<file path="src/rtl/int_responder.sv">
// int_responder: periodic interrupt source whose events are retired by CPU stores to an acknowledge word.
// Build option INT_RESPONDER_QUEUE_EN: when defined the queue holds MAX_PENDING events, otherwise one.
module int_responder #(
    parameter logic [31:0] BASE_ADDR   = 32'h0000_7F20,
    parameter int          PERIOD      = 1000,
    parameter int          MAX_PENDING = 7,
    parameter int          GAP         = 2
) (
    input  logic        clk,
    input  logic        reset,
    input  logic [31:0] m_int_addr,
    input  logic [3:0]  m_int_byteen,
    output logic        interrupt,
    output logic [7:0]  int_pending,
    output logic [7:0]  int_dropped
);

    localparam int              CW        = $clog2(PERIOD);
    localparam logic [CW-1:0]   CNT_LAST  = CW'(PERIOD - 1);
    localparam logic [3:0]      GAP_LOAD  = 4'(GAP);
    localparam logic [31:0]     WORD_MASK = 32'hFFFF_FFFC;
`ifdef INT_RESPONDER_QUEUE_EN
    localparam logic [7:0]      LIMIT     = 8'(MAX_PENDING);
`else
    // single-slot queue; MAX_PENDING has no effect in this build
    localparam logic [7:0]      LIMIT     = (MAX_PENDING > 0) ? 8'd1 : 8'd1;
`endif

    logic [CW-1:0] cnt;
    logic [3:0]    gap;
    logic [7:0]    pending;
    logic [7:0]    dropped;
    logic          tick;
    logic          ack;

    assign tick = (cnt == CNT_LAST);
    assign ack  = ((m_int_addr & WORD_MASK) == (BASE_ADDR & WORD_MASK)) && (m_int_byteen != 4'd0);

    always_ff @(posedge clk) begin
        if (reset) begin
            cnt     <= '0;
            gap     <= 4'd0;
            pending <= 8'd0;
            dropped <= 8'd0;
        end else begin
            cnt <= tick ? '0 : cnt + CW'(1);
            if (gap != 4'd0) begin
                gap <= gap - 4'd1;
            end
            unique case ({tick, ack})
                2'b10: begin
                    if (pending < LIMIT) begin
                        pending <= pending + 8'd1;
                    end else if (dropped != 8'hFF) begin
                        dropped <= dropped + 8'd1;
                    end
                end
                2'b01: begin
                    // an acknowledge with nothing pending is spurious and ignored
                    if (pending != 8'd0) begin
                        pending <= pending - 8'd1;
                        gap     <= GAP_LOAD;
                    end
                end
                2'b11: begin
                    if (pending != 8'd0) begin
                        gap <= GAP_LOAD;
                    end else begin
                        pending <= 8'd1;
                    end
                end
                default: ;
            endcase
        end
    end

    assign interrupt   = (pending != 8'd0) && (gap == 4'd0);
    assign int_pending = pending;
    assign int_dropped = dropped;

endmodule
</file>
<file path="config.mk">
export PLATFORM = sky130hd
export DESIGN_NAME = int_responder
export DESIGN_NICKNAME = d
export VERILOG_FILES = /design/src/rtl/int_responder.sv
export SDC_FILE = /design/constraint.sdc
export NUM_CORES = 1
export LEC_CHECK = 0
export CAP_MARGIN = 10
export CORE_AREA = 2 2 66 68
export DETAILED_ROUTE_END_ITERATION = 16
export DIE_AREA = 0 0 68 70
export HOLD_SLACK_MARGIN = 0.05
export PLACE_DENSITY_LB_ADDON = 0.05
export SETUP_SLACK_MARGIN = 0.4
export SLEW_MARGIN = 10
export SYNTH_ARGS = -nofsm -noshare
export SYNTH_HDL_FRONTEND = slang
export SYNTH_SLANG_ARGS = --single-unit
export TNS_END_PERCENT = 1
</file>
<file path="constraint.sdc">
create_clock -name clk -period 2.8 [get_ports clk]
set_input_delay 0.42 -clock clk [delete_from_list [all_inputs] [get_ports clk]]
set_output_delay 0.42 -clock clk [all_outputs]
set_load 0.1 [all_outputs]
</file>
==> results of run 1 <==
flip-flops by register name, indices dropped and copies added, names as in the netlist:
signal / count
cnt: 10
int_dropped: 8
int_pending: 8
gap: 4
placed cells by master (no fill, tap or decap), drive strengths merged, types with 4 or more instances in the layout:
| master | count |
|---|---|
| clkdlybuf4s50 | 35 |
| nor2 | 32 |
| dfxtp | 30 |
| buf | 23 |
| nand2 | 20 |
| nand3 | 14 |
| xnor2 | 14 |
| nor3 | 12 |
| nor4 | 9 |
| xor2 | 8 |
| a21oi | 8 |
| ha | 6 |
| clkbuf | 6 |
| o21ai | 6 |
| inv | 5 |
| nor3b | 4 |
| nand4 | 4 |
| mux2i | 4 |
worst max-delay path, cell delays in order:
cell and delay, ns:
sky130_fd_sc_hd__clkdlybuf4s50_1 0.40, sky130_fd_sc_hd__nor4b_1 0.33, sky130_fd_sc_hd__nand4_1 0.22, sky130_fd_sc_hd__nor3_1 0.18, sky130_fd_sc_hd__buf_4 0.24, sky130_fd_sc_hd__mux2i_4 0.39
sky130_fd_sc_hd__and3_1 0.23, sky130_fd_sc_hd__nor3_2 0.04
kinds of logic after synthesis:
logic type / after synthesis / share of synthesized area (%)
xor+xnor: 22 / 10.86
compound gates: 21 / 8.533
fa+ha+maj: 6 / 4.231
flops: 30 / 33.85
simple gates: 115 / 35.40
buf+inv: 13 / 3.526
mux: 5 / 3.597
layer usage:
| metal | part of all wire (%) | GRT usage, % | up-vias |
|---|---|---|---|
| li1 | - | - | 856 |
| met1 | 47 | 24.60 | 744 |
| met2 | 49 | 30.20 | 21 |
| met3 | 3.1 | 4.187 | 6 |
| met4 | 0.87 | 5.778 | 0 |
| met5 | 0 | 0 | - |
where the power goes:
group          internal, mW  leakage, nW  total [mW]  switching, mW
clock                 0.197       0.0472       0.364          0.167
sequential            0.459        0.245       0.483         0.0236
combinational         0.125        0.658       0.213         0.0877
total                 0.782        0.951        1.06          0.278
layout make-up:
cell class	instances	area [um2]
Clock buffer	6	82.58
Tap cell	52	65.06
Timing Repair Buffer	58	535.5
Fill cell	398	1712
Multi-Input combinational cell	169	1112
Clock inverter	2	12.51
Sequential cell	30	605.6
Inverter	5	18.77
synth_stat cells, types with 3 or more instances:
library cell               count  share of area [%]
sky130_fd_sc_hd__xor2_1        8                3.9
sky130_fd_sc_hd__o21ai_1       5                1.4
sky130_fd_sc_hd__mux2i_1       3                1.7
sky130_fd_sc_hd__nand3_1      14                3.9
sky130_fd_sc_hd__nor4_1        7                2.5
sky130_fd_sc_hd__nor2_1       31                6.6
sky130_fd_sc_hd__dfxtp_1      30                 34
sky130_fd_sc_hd__clkbuf_1      3               0.63
sky130_fd_sc_hd__nand2_1      20                4.2
sky130_fd_sc_hd__xnor2_1      14                6.9
sky130_fd_sc_hd__nor3_1       11                3.1
sky130_fd_sc_hd__nor3b_1       4                1.7
sky130_fd_sc_hd__a21oi_1       8                2.3
sky130_fd_sc_hd__nand4_1       4                1.4
sky130_fd_sc_hd__inv_1         5                1.1
sky130_fd_sc_hd__ha_1          6                4.2
sky130_fd_sc_hd__or4_1         3                1.3
final timing paths:
path                  from             end  cells past startpoint
max          m_int_addr[4]  int_pending[0]                      8
min                 cnt[0]          cnt[0]                      1
min reg2reg         cnt[0]          cnt[0]                      1
max reg2reg         cnt[0]  int_dropped[1]                      7
==> flow_metrics.env, run 1 <==
export IMPL_period_needed_ns=2.281
export IMPL_final_standard_cell_count_with_taps_included_and_fillers_excluded=322
export IMPL_cts_made_buffers=5
export IMPL_critical_path_fanout_max=11
export IMPL_max_cap_violations=0
export IMPL_yosys_warning_count=0
export IMPL_wl_per_cell_um=12.53
export IMPL_antenna_found_initial=0
export IMPL_clock_tree_htree_level_count=2
export IMPL_synth_seq_area_share_pct=33.85
export IMPL_final_antenna_violating_net_count=0
export IMPL_power_total_mw=1.060
export IMPL_dr_pass1_iters=4
export IMPL_post_cts_setup_buffers=0
export IMPL_max_slew_margin_pct=60.96
export IMPL_pwr_density_cell_nw_per_um2=435.8
export IMPL_viasPerCell=5.053
export IMPL_io_buffers=52
export IMPL_die_area_um2=4760
export IMPL_setup_worst_path_start_class="input port"
export IMPL_maximum_number_of_pins_on_one_net_before_global_route_repair=12
export IMPL_dp_cells=312
export IMPL_count_of_routing_violations_after_the_opening_detailed_route_iteration=60
export IMPL_hold_ws_ns=0.4667
export IMPL_achievable_frequency_ghz=0.4383
export IMPL_routed_wl_mm=4.036
export IMPL_drc=0
export IMPL_root_buffer="sky130_fd_sc_hd__clkbuf_8"
export IMPL_r2r_slack_ns=0.60
export IMPL_dpl_cell_area_um2=2322
export IMPL_layout_area_overhead_vs_synth_pct=37.09
export IMPL_rsz_0062_raised_after_global_routing="true"
export IMPL_io_pins=55
export IMPL_std_cell_rows=24
export IMPL_tritoncts_num_sinks=30
export IMPL_post_cts_resize_count=0
export IMPL_mappedNetlistNets=256
export IMPL_grt_overflow_total=0
export IMPL_worstMarginPinSlew_ns=0.5847
export IMPL_finalHoldViolations=0
export IMPL_postSynth_asyncResetShare_pct=0
export IMPL_grt_pass1_vias=1530
export IMPL_start_util_pct=42.81
export IMPL_syn_inst=212
export IMPL_skew_ns=0.005033
export IMPL_maxSlewViolCount=0
export IMPL_number_of_flops_mapped_to_enable_cells_by_yosys=0
export IMPL_tritoncts_clock_tree="yes"
export IMPL_synthDistinctLibCells=47
export IMPL_core_um2=4144
export IMPL_layout_drive_gt1_share_pct=18.15
export IMPL_synth_area_per_cell_um2=8.369
export IMPL_endpoint_kind="flop"
export IMPL_status="finished clean"
export IMPL_globalRouteTotalUtil_pct=18.77
export IMPL_holdCritPathClass="flop to flop"
export IMPL_dieHeight_um=70
export IMPL_yosys_register_bits=30
export IMPL_cts_path_max_buffers=2
export IMPL_preCtsSetupSlack_ns=0.1811
export IMPL_layout_nets=313
export IMPL_gpl_final_weighted_congestion=0.7606
export IMPL_cp_required_ns=2.97
export IMPL_fin_setup_tns_ns=0
export IMPL_final_setup_viol_count=0
export IMPL_num_antenna_cells=0
export IMPL_worst_slack_ns=0.5185
export IMPL_post_dp_hpwl_mm=3.054
export IMPL_final_area_um2=2432
export IMPL_synth_main_ff_cell="sky130_fd_sc_hd__dfxtp_1"
export IMPL_power_leakage_nw=0.9508
export IMPL_insertion_delay_ns=0.28
export IMPL_worstSetupPathType="input port to flop"
export IMPL_power_ir_vdd_worst_mv=0.2047
export IMPL_dieWidth_um=68
export IMPL_via_count_of_the_routed_design=1627
export IMPL_grt_pass1_wl_mm=6.996
export IMPL_finalCoreUtilization_pct=58.70
export IMPL_postCtsHoldBufs=0
export IMPL_cp_arrival_ns=2.45
export IMPL_post_synth_instance_area_um2=1774
export IMPL_period_share_pct=81.48
export IMPL_register_clock_pin_slew_on_the_reported_worst_setup_and_hold_paths_ns=0.07
(Power assumes the default switching activity.)
==> run 2, diff against run 1 <==
==> constraint.sdc (replaced) <==
create_clock -name clk -period 2.4 [get_ports clk]
set_input_delay 0.36 -clock clk [delete_from_list [all_inputs] [get_ports clk]]
set_output_delay 0.36 -clock clk [all_outputs]
set_load 0.1 [all_outputs]
==> flow_metrics.env, run 2 (synthesized netlist as in run 1, its figures left out) <==
export IMPL_endpoint_kind="flop"
export IMPL_cts_made_buffers=5
export IMPL_tritoncts_clock_tree="yes"
export IMPL_worst_slack_ns=0.3057
export IMPL_pwr_density_cell_nw_per_um2=450.5
export IMPL_cp_required_ns=2.61
export IMPL_count_of_routing_violations_after_the_opening_detailed_route_iteration=120
export IMPL_maximum_number_of_pins_on_one_net_before_global_route_repair=12
export IMPL_clock_tree_htree_level_count=2
export IMPL_achievable_frequency_ghz=0.4775
export IMPL_register_clock_pin_slew_on_the_reported_worst_setup_and_hold_paths_ns=0.07
export IMPL_largest_register="cnt"
export IMPL_gpl_final_weighted_congestion=0.8362
export IMPL_n_fill_cell=350
export IMPL_rsz_0062_raised_after_global_routing="true"
export IMPL_dr_pass1_iters=4
export IMPL_grt_pass1_wl_mm=7.472
export IMPL_num_antenna_cells=0
export IMPL_skew_ns=0.008833
export IMPL_final_antenna_violating_net_count=0
export IMPL_antenna_found_initial=0
export IMPL_core_um2=4144
export IMPL_power_total_mw=1.253
export IMPL_layout_nets=325
export IMPL_holdCritPathClass="flop to flop"
export IMPL_status="finished clean"
export IMPL_grt_pass1_vias=1712
export IMPL_seq_power_share_pct=44.6
export IMPL_startpoint="m_int_addr[4]"
export IMPL_critPathMaxStageDelay_ns=0.44
export IMPL_routed_wl_mm=4.625
export IMPL_fin_setup_tns_ns=0
export IMPL_max_slew_margin_pct=74.69
export IMPL_start_util_pct=42.81
export IMPL_rr_worst_depth=8
export IMPL_cts_path_max_buffers=2
export IMPL_root_buffer="sky130_fd_sc_hd__clkbuf_8"
export IMPL_io_pins=55
export IMPL_psw_mw=0.3287
export IMPL_globalRouteTotalUtil_pct=20.27
export IMPL_share_clk_of_total_power_pct=32.7
export IMPL_largest_reg_flops=10
export IMPL_layout_common_cells="sky130_fd_sc_hd__nor2_1 (30), sky130_fd_sc_hd__buf_4 (29), sky130_fd_sc_hd__clkdlybuf4s50_1 (21), sky130_fd_sc_hd__nand2_1 (20), sky130_fd_sc_hd__dfxtp_1 (16)"
export IMPL_insertion_delay_ns=0.28
export IMPL_worstSetupPathType="input port to flop"
export IMPL_drc=0
export IMPL_setup_worst_path_start_class="input port"
export IMPL_r2r_slack_ns=0.38
export IMPL_internal_dissipation_mw=0.9239
export IMPL_worstMarginPinSlew_ns=0.3769
export IMPL_tritoncts_num_sinks=30
export IMPL_min_from="cnt[0]"
export IMPL_commonest_non_fill_non_tap_cell_in_the_layout="sky130_fd_sc_hd__nor2_1"
export IMPL_timing_critical_path_slowest_stage_cell="sky130_fd_sc_hd__clkdlybuf4s50_1"
export IMPL_regToRegEndpoint="int_pending[0]"
export IMPL_wl_per_cell_um=13.89
export IMPL_finalHoldViolations=0
export IMPL_post_dp_hpwl_mm=3.006
export IMPL_postCtsHoldBufs=0
export IMPL_power_switching_fraction_pct=26.24
export IMPL_share_comb_of_total_power_pct=22.7
export IMPL_max_cap_violations=0
export IMPL_preCtsSetupSlack_ns=-0.08196
export IMPL_maxSlewViolCount=0
export IMPL_viasPerCell=5.228
export IMPL_final_setup_viol_count=0
export IMPL_dieHeight_um=70
export IMPL_via_count_of_the_routed_design=1741
export IMPL_r2r_start="cnt[0]"
export IMPL_grt_overflow_total=0
export IMPL_io_buffers=52
export IMPL_cp_arrival_ns=2.30
export IMPL_layout_area_overhead_vs_synth_pct=56.70
export IMPL_dieWidth_um=68
export IMPL_power_leakage_nw=1.170
export IMPL_finalCoreUtilization_pct=67.09
export IMPL_critPathMostFrequentCell="sky130_fd_sc_hd__buf_6"
export IMPL_crit_path_end="int_pending[5]"
export IMPL_layout_drive_gt1_share_pct=33.10
export IMPL_power_ir_vdd_worst_mv=0.4031
export IMPL_critical_path_cell_chain="clkdlybuf4s50_1 > nor4b_4 > nand4_1 > buf_6 > or3_4 > buf_6 > nor3_2 > o21ai_1 > a21oi_1"
export IMPL_std_cell_rows=24
export IMPL_period_share_pct=87.26
export IMPL_critical_path_fanout_max=6
export IMPL_period_needed_ns=2.094
export IMPL_die_area_um2=4760
[run 2: cell count changes in the layout (fill, tap and decap cells not counted), moves of 3 or more]
cell,before,now
sky130_fd_sc_hd__dfxtp_1,26,16
sky130_fd_sc_hd__nor3_1,11,4
sky130_fd_sc_hd__nor4_1,7,2
sky130_fd_sc_hd__dfxtp_2,4,10
sky130_fd_sc_hd__nor4_2,0,3
sky130_fd_sc_hd__dlygate4sd2_1,0,6
sky130_fd_sc_hd__nand3_1,14,11
sky130_fd_sc_hd__clkdlybuf4s50_1,35,21
sky130_fd_sc_hd__nor3_2,1,6
sky130_fd_sc_hd__buf_6,0,4
sky130_fd_sc_hd__dlymetal6s2s_1,0,8
sky130_fd_sc_hd__dfxtp_4,0,4
sky130_fd_sc_hd__buf_4,22,29
[run 2: metrics by stage]
step	instance area [um2]	cells	hold WS, ns
after floorplan	1824	212	0.4298
after global placement	2415	319	0.4453
after detailed placement	2415	319	0.4542
after CTS	2694	332	0.4679
after global routing	2780	333	0.4790
final	2780	333	0.4631
[run 2: worst min path at each step]
stage / end / cells after the start
after global routing: cnt[0] / 1
after global placement: cnt[0] / 1
after CTS: cnt[0] / 1
after floorplan: cnt[0] / 1
final: cnt[0] / 1
after detailed placement: cnt[0] / 1
[run 2: cell type report]
cell class	instances	area, um2	share of cell area (%)
clock buffers	7	86.33	3.105
inverters	5	18.77	0.6751
multi-input cells	170	1336	48.06
flip-flops and latches	30	628.1	22.59
well taps	52	65.06	2.340
repair buffers	69	645.6	23.22
[run 2: routing by layer]
layer  track usage [%]  part of all wire [%]
met5                 0                     0
met4             6.444                   2.2
met3             4.831                   4.2
met2             33.44                    50
met1             25.56                    43
[run 2: power groups by stage]
stage	logic, mW	registers, mW	clock network, mW
after floorplan	0.172	0.563	0
after global placement	0.273	0.570	0
after detailed placement	0.272	0.570	0
after CTS	0.283	0.559	0.417
after global routing	0.317	0.563	0.444
final	0.284	0.559	0.409
[run 2: timing repair]
| action | in CTS | in global routing |
|---|---|---|
| setup buffers | 5 | 1 |
| cloned | 1 | 0 |
| pin swaps | 13 | 13 |
| setup endpoints to repair | 18 | 18 |
| resized for setup | 32 | 18 |
[run 2: worst max-delay path: cells and delay by family]
kind	cells	cell delay, ns
and+or+nand+nor	4	0.94
buffers and inverters	3	0.75
AOI/OAI and AO/OA	2	0.24
==> run 3, diff against run 2 <==
--- a/config.mk
+++ b/config.mk
@@ -11,6 +11,7 @@
 export DIE_AREA = 0 0 68 70
 export HOLD_SLACK_MARGIN = 0.05
 export PLACE_DENSITY_LB_ADDON = 0.05
+export REMOVE_ABC_BUFFERS = 1
 export SETUP_SLACK_MARGIN = 0.4
 export SLEW_MARGIN = 10
 export SYNTH_ARGS = -nofsm -noshare
==> flow_metrics.env, run 3 (synthesized netlist as in run 1, its figures left out) <==
export IMPL_status="finished clean"
export IMPL_pwr_density_cell_nw_per_um2=468.6
export IMPL_max_cap_violations=0
export IMPL_worstMarginPinSlew_ns=0.3885
export IMPL_std_cell_rows=24
export IMPL_drc=0
export IMPL_cp_required_ns=2.04
export IMPL_core_um2=4144
export IMPL_viasPerCell=5.362
export IMPL_final_antenna_violating_net_count=0
export IMPL_endpoint_kind="output pin"
export IMPL_clock_tree_htree_level_count=2
export IMPL_layout_drive_gt1_share_pct=34.13
export IMPL_period_needed_ns=1.973
export IMPL_antenna_found_initial=0
export IMPL_power_ir_vdd_worst_mv=0.3356
export IMPL_root_buffer="sky130_fd_sc_hd__clkbuf_8"
export IMPL_io_buffers=52
export IMPL_gpl_final_weighted_congestion=0.7699
export IMPL_holdCritPathClass="flop to flop"
export IMPL_global_route_peak_usage_layer="met2"
export IMPL_achievable_frequency_ghz=0.5068
export IMPL_final_setup_viol_count=0
export IMPL_layout_nets=336
export IMPL_largest_register="cnt"
export IMPL_grt_pass1_vias=1752
export IMPL_setup_worst_path_start_class="flop"
export IMPL_fin_setup_tns_ns=0
export IMPL_cts_made_buffers=5
export IMPL_layout_area_overhead_vs_synth_pct=63.89
export IMPL_critical_path_fanout_max=5
export IMPL_n_fill_cell=338
export IMPL_count_of_routing_violations_after_the_opening_detailed_route_iteration=63
export IMPL_register_clock_pin_slew_on_the_reported_worst_setup_and_hold_paths_ns=0.07
export IMPL_period_share_pct=82.22
export IMPL_globalRouteMet2Util_pct=34.09
export IMPL_insertion_delay_ns=0.29
export IMPL_start_util_pct=42.81
export IMPL_grt_overflow_total=0
export IMPL_tritoncts_clock_tree="yes"
export IMPL_globalRouteTotalUtil_pct=20.93
export IMPL_skew_ns=0.01021
export IMPL_commonest_non_fill_non_tap_cell_in_the_layout="sky130_fd_sc_hd__buf_4"
export IMPL_post_dp_hpwl_mm=3.152
export IMPL_worstSetupPathType="flop to output pin"
export IMPL_final_area_um2=2908
export IMPL_maxSlewViolCount=0
export IMPL_wl_per_cell_um=14.48
export IMPL_cts_path_max_buffers=2
export IMPL_power_leakage_nw=1.307
export IMPL_maximum_number_of_pins_on_one_net_before_global_route_repair=18
export IMPL_layout_common_cells="sky130_fd_sc_hd__buf_4 (38), sky130_fd_sc_hd__nor2_1 (31), sky130_fd_sc_hd__dfxtp_1 (26), sky130_fd_sc_hd__nand2_1 (20), sky130_fd_sc_hd__dlymetal6s2s_1 (17)"
export IMPL_finalHoldViolations=0
export IMPL_die_area_um2=4760
export IMPL_rsz_0062_raised_after_global_routing="true"
export IMPL_use_met3_pct=5.314
export IMPL_tritoncts_num_sinks=30
export IMPL_grt_pass1_wl_mm=7.707
export IMPL_dpl_cell_area_um2=2376
export IMPL_io_pins=55
export IMPL_met1_usage_pct=26.56
export IMPL_largest_reg_flops=10
export IMPL_dr_pass1_iters=4
export IMPL_max_slew_margin_pct=74.06
export IMPL_num_antenna_cells=0
export IMPL_dieWidth_um=68
export IMPL_dieHeight_um=70
export IMPL_via_count_of_the_routed_design=1850
export IMPL_routed_wl_mm=4.995
export IMPL_cp_arrival_ns=1.61
## run 3: cell count changes in the layout (fill, tap and decap cells not counted), sizes merged
cell,previous run,this run
clkbuf,7,9
bufinv,0,1
dlymetal6s2s,8,17
clkdlybuf4s50,21,4
clkinv,0,2
buf,34,45
clkdlybuf4s15,0,4
## run 3: metal layers
layer | wire [um] | share of wire (%)
met5 | 0 | 0
met4 | 91 | 1.8
met3 | 338 | 6.8
met2 | 2450 | 49
met1 | 2114 | 42
## run 3: worst paths after layout
kind,endpoint,cells past startpoint,slack (ns),startpoint
hold reg to reg,cnt[0],1,0.44,cnt[0]
hold / removal,cnt[0],1,0.44,cnt[0]
setup reg to reg,int_pending[0],8,0.47,cnt[1]
setup / recovery,interrupt,4,0.43,int_pending[2]
## run 3: where the power goes
part           leakage, nW  switching (mW)  internal [mW]
Clock               0.0579           0.207          0.305
Sequential           0.245          0.0270          0.536
Combinational         1.00           0.125          0.162
## run 3: per-stage QoR
step                      hold WS [ns]  cells  setup WS (ns)  utilization, %  power (mW)
after floorplan                 0.4246    204        -0.2966               -      0.7346
after global placement          0.4467    320       -0.04525           57.34      0.8505
after detailed placement        0.4560    320       -0.04502           57.34      0.8544
after CTS                       0.4724    334         0.3530           64.28       1.362
after global routing            0.4522    345         0.3549           70.17       1.423
final                           0.4379    345         0.4267           70.17       1.363
## run 3: cell type report
type / count / area (um2) / share of cell area (%)
multi-input combinational: 170 / 1366 / 46.99
timing repair buffer: 80 / 738.2 / 25.39
sequential: 30 / 610.6 / 21.00
clock buffer: 5 / 68.82 / 2.367
tap: 52 / 65.06 / 2.238
clock inverter: 3 / 40.04 / 1.377
inverter: 5 / 18.77 / 0.6454
## run 3: critical path: stages, from the launching register on
cell                      delay [ns]
sky130_fd_sc_hd__dfxtp_1        0.34
sky130_fd_sc_hd__nor4_4         0.40
sky130_fd_sc_hd__nand3_4        0.18
sky130_fd_sc_hd__and2_1         0.22
sky130_fd_sc_hd__buf_12         0.17
## run 3: repair_timing
action | CTS | global route
hold buffers | 0 | 0
setup buffers | 5 | 11
setup endpoints to repair | 17 | 19
gates cloned | 1 | 0
pin swaps | 23 | 33
resized for setup | 40 | 54
